<file path="src/rtl/count_seq_ctrl.sv">
// count_seq_ctrl: sequencing controller for a cascaded synchronous counter
// chain with a multiplexed 7-segment display.
//   - A six-state FSM issues the one-cycle active-low clear/load strobes and
//     the count enables for the chain.
//   - A tick prescaler turns clk_50mhz into one enp pulse per count step.
//   - An independent scan prescaler rotates the active-low digit select.
// All outputs are registered. Reset is synchronous and active-high.
module count_seq_ctrl #(
  parameter int TICK_DIV = 50000000,  // clk_50mhz cycles per count tick
  parameter int SCAN_DIV = 50000      // clk_50mhz cycles per digit step
) (
  input  logic       clk_50mhz,
  input  logic       rst,
  input  logic       start,
  input  logic       stop,
  input  logic       load_req,
  input  logic       clear_req,
  input  logic       stop_at_tc,
  input  logic       rco_all,
  output logic       clrn,
  output logic       ldn,
  output logic       enp,
  output logic       ent,
  output logic [2:0] sel,
  output logic [2:0] state_o,
  output logic       done
);

  localparam int TW = (TICK_DIV > 1) ? $clog2(TICK_DIV) : 1;
  localparam int SW = (SCAN_DIV > 1) ? $clog2(SCAN_DIV) : 1;
  localparam logic [TW-1:0] TICK_MAX = TW'(TICK_DIV - 1);
  localparam logic [SW-1:0] SCAN_MAX = SW'(SCAN_DIV - 1);

  typedef enum logic [2:0] {
    S_IDLE  = 3'd0,
    S_CLEAR = 3'd1,
    S_LOAD  = 3'd2,
    S_RUN   = 3'd3,
    S_PAUSE = 3'd4,
    S_DONE  = 3'd5
  } state_e;

  state_e        state_q, state_d;
  logic [TW-1:0] tick_cnt_q, tick_cnt_d;
  logic [SW-1:0] scan_cnt_q;
  logic [2:0]    sel_q;
  logic          clrn_q, ldn_q, enp_q, ent_q, done_q;
  logic          tick;
  logic          accepts_req;
  logic          enp_d;

  assign tick = (tick_cnt_q == TICK_MAX);

  // CLEAR/LOAD always fall back to IDLE for one cycle, so a held request can
  // never stretch a strobe; unused encodings also bypass request handling.
  assign accepts_req = (state_q == S_IDLE) || (state_q == S_RUN) ||
                       (state_q == S_PAUSE) || (state_q == S_DONE);

  // Next-state, prescaler next value and tick enable.
  // NOTE: every always_comb output gets a default first so no path can
  // leave it unassigned and infer a latch.
  always_comb begin
    state_d    = S_IDLE;
    tick_cnt_d = tick_cnt_q;

    case (state_q)
      S_IDLE:  state_d = (start && !stop) ? S_RUN : S_IDLE;
      S_PAUSE: state_d = (start && !stop) ? S_RUN : S_PAUSE;
      S_RUN: begin
        if (stop)                               state_d = S_PAUSE;
        else if (tick && stop_at_tc && rco_all) state_d = S_DONE;
        else                                    state_d = S_RUN;
      end
      S_DONE:  state_d = S_DONE;
      default: state_d = S_IDLE;
    endcase

    if (accepts_req) begin
      if (clear_req)     state_d = S_CLEAR;
      else if (load_req) state_d = S_LOAD;
    end

    // Restart the prescaler on every RUN entry; count only while in RUN.
    if (state_d == S_RUN && state_q != S_RUN) tick_cnt_d = '0;
    else if (state_q == S_RUN)                tick_cnt_d = tick ? '0 : tick_cnt_q + TW'(1);

    // A tick only advances the chain when RUN continues; stop, terminal-count
    // halt and any request all suppress it.
    enp_d = (state_q == S_RUN) && (state_d == S_RUN) && tick;
  end

  // FSM state, tick prescaler and registered outputs.
  // NOTE: sequential state uses non-blocking assignments only, so every
  // register samples the pre-edge values regardless of statement order.
  always_ff @(posedge clk_50mhz) begin
    if (rst) begin
      state_q    <= S_IDLE;
      tick_cnt_q <= '0;
      clrn_q     <= 1'b1;
      ldn_q      <= 1'b1;
      enp_q      <= 1'b0;
      ent_q      <= 1'b0;
      done_q     <= 1'b0;
    end else begin
      state_q    <= state_d;
      tick_cnt_q <= tick_cnt_d;
      clrn_q     <= (state_d != S_CLEAR);
      ldn_q      <= (state_d != S_LOAD);
      enp_q      <= enp_d;
      ent_q      <= (state_d == S_RUN);
      done_q     <= (state_d == S_DONE);
    end
  end

  // Display scan: free-running prescaler rotating the low digit select bit.
  always_ff @(posedge clk_50mhz) begin
    if (rst) begin
      scan_cnt_q <= '0;
      sel_q      <= 3'b110;
    end else if (scan_cnt_q == SCAN_MAX) begin
      scan_cnt_q <= '0;
      case (sel_q)
        3'b110:  sel_q <= 3'b101;
        3'b101:  sel_q <= 3'b011;
        default: sel_q <= 3'b110;  // also recovers any corrupted pattern
      endcase
    end else begin
      scan_cnt_q <= scan_cnt_q + SW'(1);
    end
  end

  assign clrn    = clrn_q;
  assign ldn     = ldn_q;
  assign enp     = enp_q;
  assign ent     = ent_q;
  assign done    = done_q;
  assign sel     = sel_q;
  assign state_o = state_q;

endmodule

</file>
<file path="config.mk">
export PLATFORM = sky130hd
export DESIGN_NAME = count_seq_ctrl
export DESIGN_NICKNAME = d
export VERILOG_FILES = /design/src/rtl/count_seq_ctrl.sv
export SDC_FILE = /design/constraint.sdc
export NUM_CORES = 1
export LEC_CHECK = 0
export BUFFER_PORTS_ARGS = -buffer_cell sky130_fd_sc_hd__buf_4
export CAP_MARGIN = 20
export CORE_UTILIZATION = 28
export CTS_CLUSTER_SIZE = 24
export DETAILED_ROUTE_END_ITERATION = 10
export HOLD_SLACK_MARGIN = 0.06
export PLACE_DENSITY = 0.44
export SLEW_MARGIN = 5
export SYNTH_ARGS = -nofsm -noshare
export SYNTH_HDL_FRONTEND = slang
export SYNTH_SLANG_ARGS = --single-unit
</file>
<file path="constraint.sdc">
create_clock -name clk_50mhz -period 1.9 [get_ports clk_50mhz]
set_input_delay 0.38 -clock clk_50mhz [delete_from_list [all_inputs] [get_ports clk_50mhz]]
set_output_delay 0.38 -clock clk_50mhz [all_outputs]
set_load 0.05 [all_outputs]
</file>
==> results by group <==
Run status
  – Status: finished, final reports clean

Logic synthesis
  – Asr flop ratio synth: 0%
  – Syn nets: about 290
  – Synth Warn #: 0
  – Number of flops mapped to enable cells by yosys: 0
  – Count of cell types in the netlist: 49
  – Post-synth top flop: dfxtp_1
  – Syn avg cell area: 9.00 sq um
  – Sequential cell area fraction in the yosys report: between 40% and 50%
  – #FFs+latches synth: 53
  – Synthesized instance count: 276
  – Netlist Area Pre-Place: 2480 sq um

Floorplanning
  – Die Y-Extent: 96.2 um
  – I/O pin cnt: 19
  – Chip Width: 96.2 um
  – # rows: 33
  – Initial Utilization: 29.6%
  – Die area: just over 9000 sq um
  – Core area: 8380 sq um

Timing
  – Final Max Tran Viols: 0
  – Crit share post-route: 99.5%
  – Final Hold Vio Count: 0
  – Slew @ Worst Pin: 0.402 ns
  – Relative slew slack: between 70 and 80%
  – Final setup viols: 0
  – Max Clk Rate: 529 MHz
  – Worst Skew: 0.00679 ns
  – Setup TNS Final: 0 ns
  – RSZ-0062 raised after global routing: yes
  – Final hold slack: ~0.25 ns
  – Minimum clock period: roughly 1.9 ns

GRT
  – Initial antenna violation count: 0
  – Largest net degree at the start of global routing: 19
  – Grt ovf: 0
  – Vias in the first global route: 1951
  – Global-route wire length before repair: 8950 um
  – Overall fraction of global-route tracks in use: 12.5%

Finish
  – Most common cell after layout, fill and taps aside: buf_4
  – Proportion of layout cells with a drive suffix above 1: between 20 and 30%
  – Register Area: 1070 sq um
  – Area of the multi-input gates: 1420 sq um
  – Most frequent cells in the layout: buf_4 (60), dfxtp_1 (49), nor2_1 (45)
  – Filler cell count: around 870
  – Ant. Diodes: 0
  – Final core occ: a little under two fifths
  – Design area: 3200 sq um
  – Synthesis-to-finish area growth: 28.7%
  – Final #Nets: about 350

CTS
  – Clk buf depth: 2
  – CTS tree: yes
  – Clk Latency, worst-skew pair: between 0.3 and 0.4 ns
  – CTS root buffer: clkbuf_8
  – CTS sink cnt: 53
  – H-tree levels: 2
  – Hold Buf Count CTS: 0
  – Cts bufs inserted: 5
  – Clk slew on worst S/H paths: 0.10 ns

Flow run
  – Max cap viols: 0

Hold path
  – Hold path depth: 2
  – HP Class: input pin to flip-flop
  – Hold endpoint: state_o[2]
  – Worst hold start: rst

Route
  – Met2 WL: 2400 um
  – Via count: slightly above 2000
  – Max layer used: met4
  – Met3 routed WL: 102 um
  – First-pass DRT Iterations: 4
  – Routed Antenna Nets: 0
  – DRT iter0 DRCs: 37
  – Drt wl/cell: 12.0 um
  – Routed WL: 5290 um
  – Via-to-Cell Ratio: around 4.7
  – Wl on met1: 2710 um
  – Drt drc: 0

Critical path
  – Worst-path maximum fanout: 5
  – CP max-delay cell: or4_4
  – Cell Chain, Critical Path: ha_4 -> nand4_1 -> or4_4 -> or2_4 -> o211a_4 -> and3_1
  – Reg-to-reg slack, setup: 0.009 ns
  – WP data required: 2.11 ns
  – Crit path buf inv count: 0
  – CP delay by family, top: simple AND/OR/NAND/NOR gates
  – Worst R2R Path Depth: 6
  – Reg2reg start: tick_cnt_q[1]
  – Crit path arrival time: 2.10 ns
  – Crit end category: flip-flop
  – Max stage delay on crit path: 0.52 ns
  – WS Path Type: flip-flop to flip-flop
  – Reg2reg end: enp
  – Startpoint Class: flip-flop
  – CP startpoint: tick_cnt_q[1]

Placed design
  – DP Wirelength: 3890 um
  – Routability Congestion: 0.743
  – Post-DP Area: ~3100 sq um
  – # port buffers: 18

Power
  – Max IR drop VDD: approximately 0.33 mV
  – Reg power frac: 58.9%
  – Logic pwr share: between 8 and 9%
  – Total power: 1.92 mW
  – Switching Share: 24.7%
  – Clock power frac: 32.9%
  – Psw: 0.476 mW
  – Leakage: 1.25 nW
  – PD cells: 602 nW/um^2
  – Int Power: 1.45 mW
layout make-up:
cell class                 instances  area share (%)
multi-input combinational        209            44.4
sequential                        53            33.4
timing repair buffer              61            14.7
tap                              105            4.11
clock buffer                       6            2.27
inverter                           6           0.705
clock inverter                     2           0.313
worst max path at each step:
stage | end | cells after the start
after floorplan | tick_cnt_q[21] | 8
after global placement | done | 6
after detailed placement | clrn | 6
after CTS | enp | 6
after global routing | tick_cnt_q[25] | 7
final | enp | 6
through the flow:
stage,setup slack [ns],std cells
finish,0.00903,442
global route,-0.0381,442
CTS,0.0253,441
detailed placement,-0.161,432
global placement,-0.129,432
floorplan,-0.108,276
kinds of logic (layout without fill, tap and decap cells):
kind of cell	after synthesis	after routing	share of synthesized area [%]
AND/OR/NAND/NOR	148	148	33.3
XOR/XNOR	35	35	12.3
AO/OA/AOI/OAI	24	24	7.66
flip-flops	53	53	42.7
buffers and inverters	14	75	2.92
adder cells (fa/ha/maj)	2	2	1.01
state kept, by name (all words and copies together) (netlist names):
name	cells
state_o	3
ldn	1
tick_cnt_q	26
sel	3
done	1
clrn	1
scan_cnt_q	16
enp	1
ent	1
routing by layer:
layer  vias up  GRT usage, %
li1       1089             -
met1       955          16.3
met2        14          20.4
met3         7          2.84
met4         0          4.10
met5         -             0
power groups by stage:
stage | logic [mW] | registers, mW | clock network, mW
floorplan | 0.0657 | 1.18 | 0
global placement | 0.155 | 1.16 | 0
detailed placement | 0.155 | 1.16 | 0
CTS | 0.156 | 1.13 | 0.671
global route | 0.171 | 1.14 | 0.705
finish | 0.158 | 1.13 | 0.633
what timing repair did:
action	in CTS	in global routing
gates resized for setup	3	8
pin swaps	2	0
endpoints found under the setup margin	27	34
buffers inserted	1	1
Yosys cell counts, types with 4 or more instances:
library cell | n | share of area (%)
and2_1 | 4 | 1.0
and4_1 | 4 | 1.4
o21ai_0 | 5 | 1.0
xor2_1 | 23 | 8.1
nor3_1 | 4 | 0.81
nand2_1 | 17 | 2.6
and3_1 | 8 | 2.0
nor2_1 | 46 | 7.0
nand4_1 | 18 | 4.5
xnor2_1 | 12 | 4.2
dfxtp_1 | 53 | 43
nand2b_1 | 4 | 1.0
buf_2 | 4 | 0.81
nand3_1 | 13 | 2.6
a21oi_1 | 6 | 1.2
nor4_1 | 4 | 1.0
inv_1 | 6 | 0.91
(Power assumes the default switching activity.)
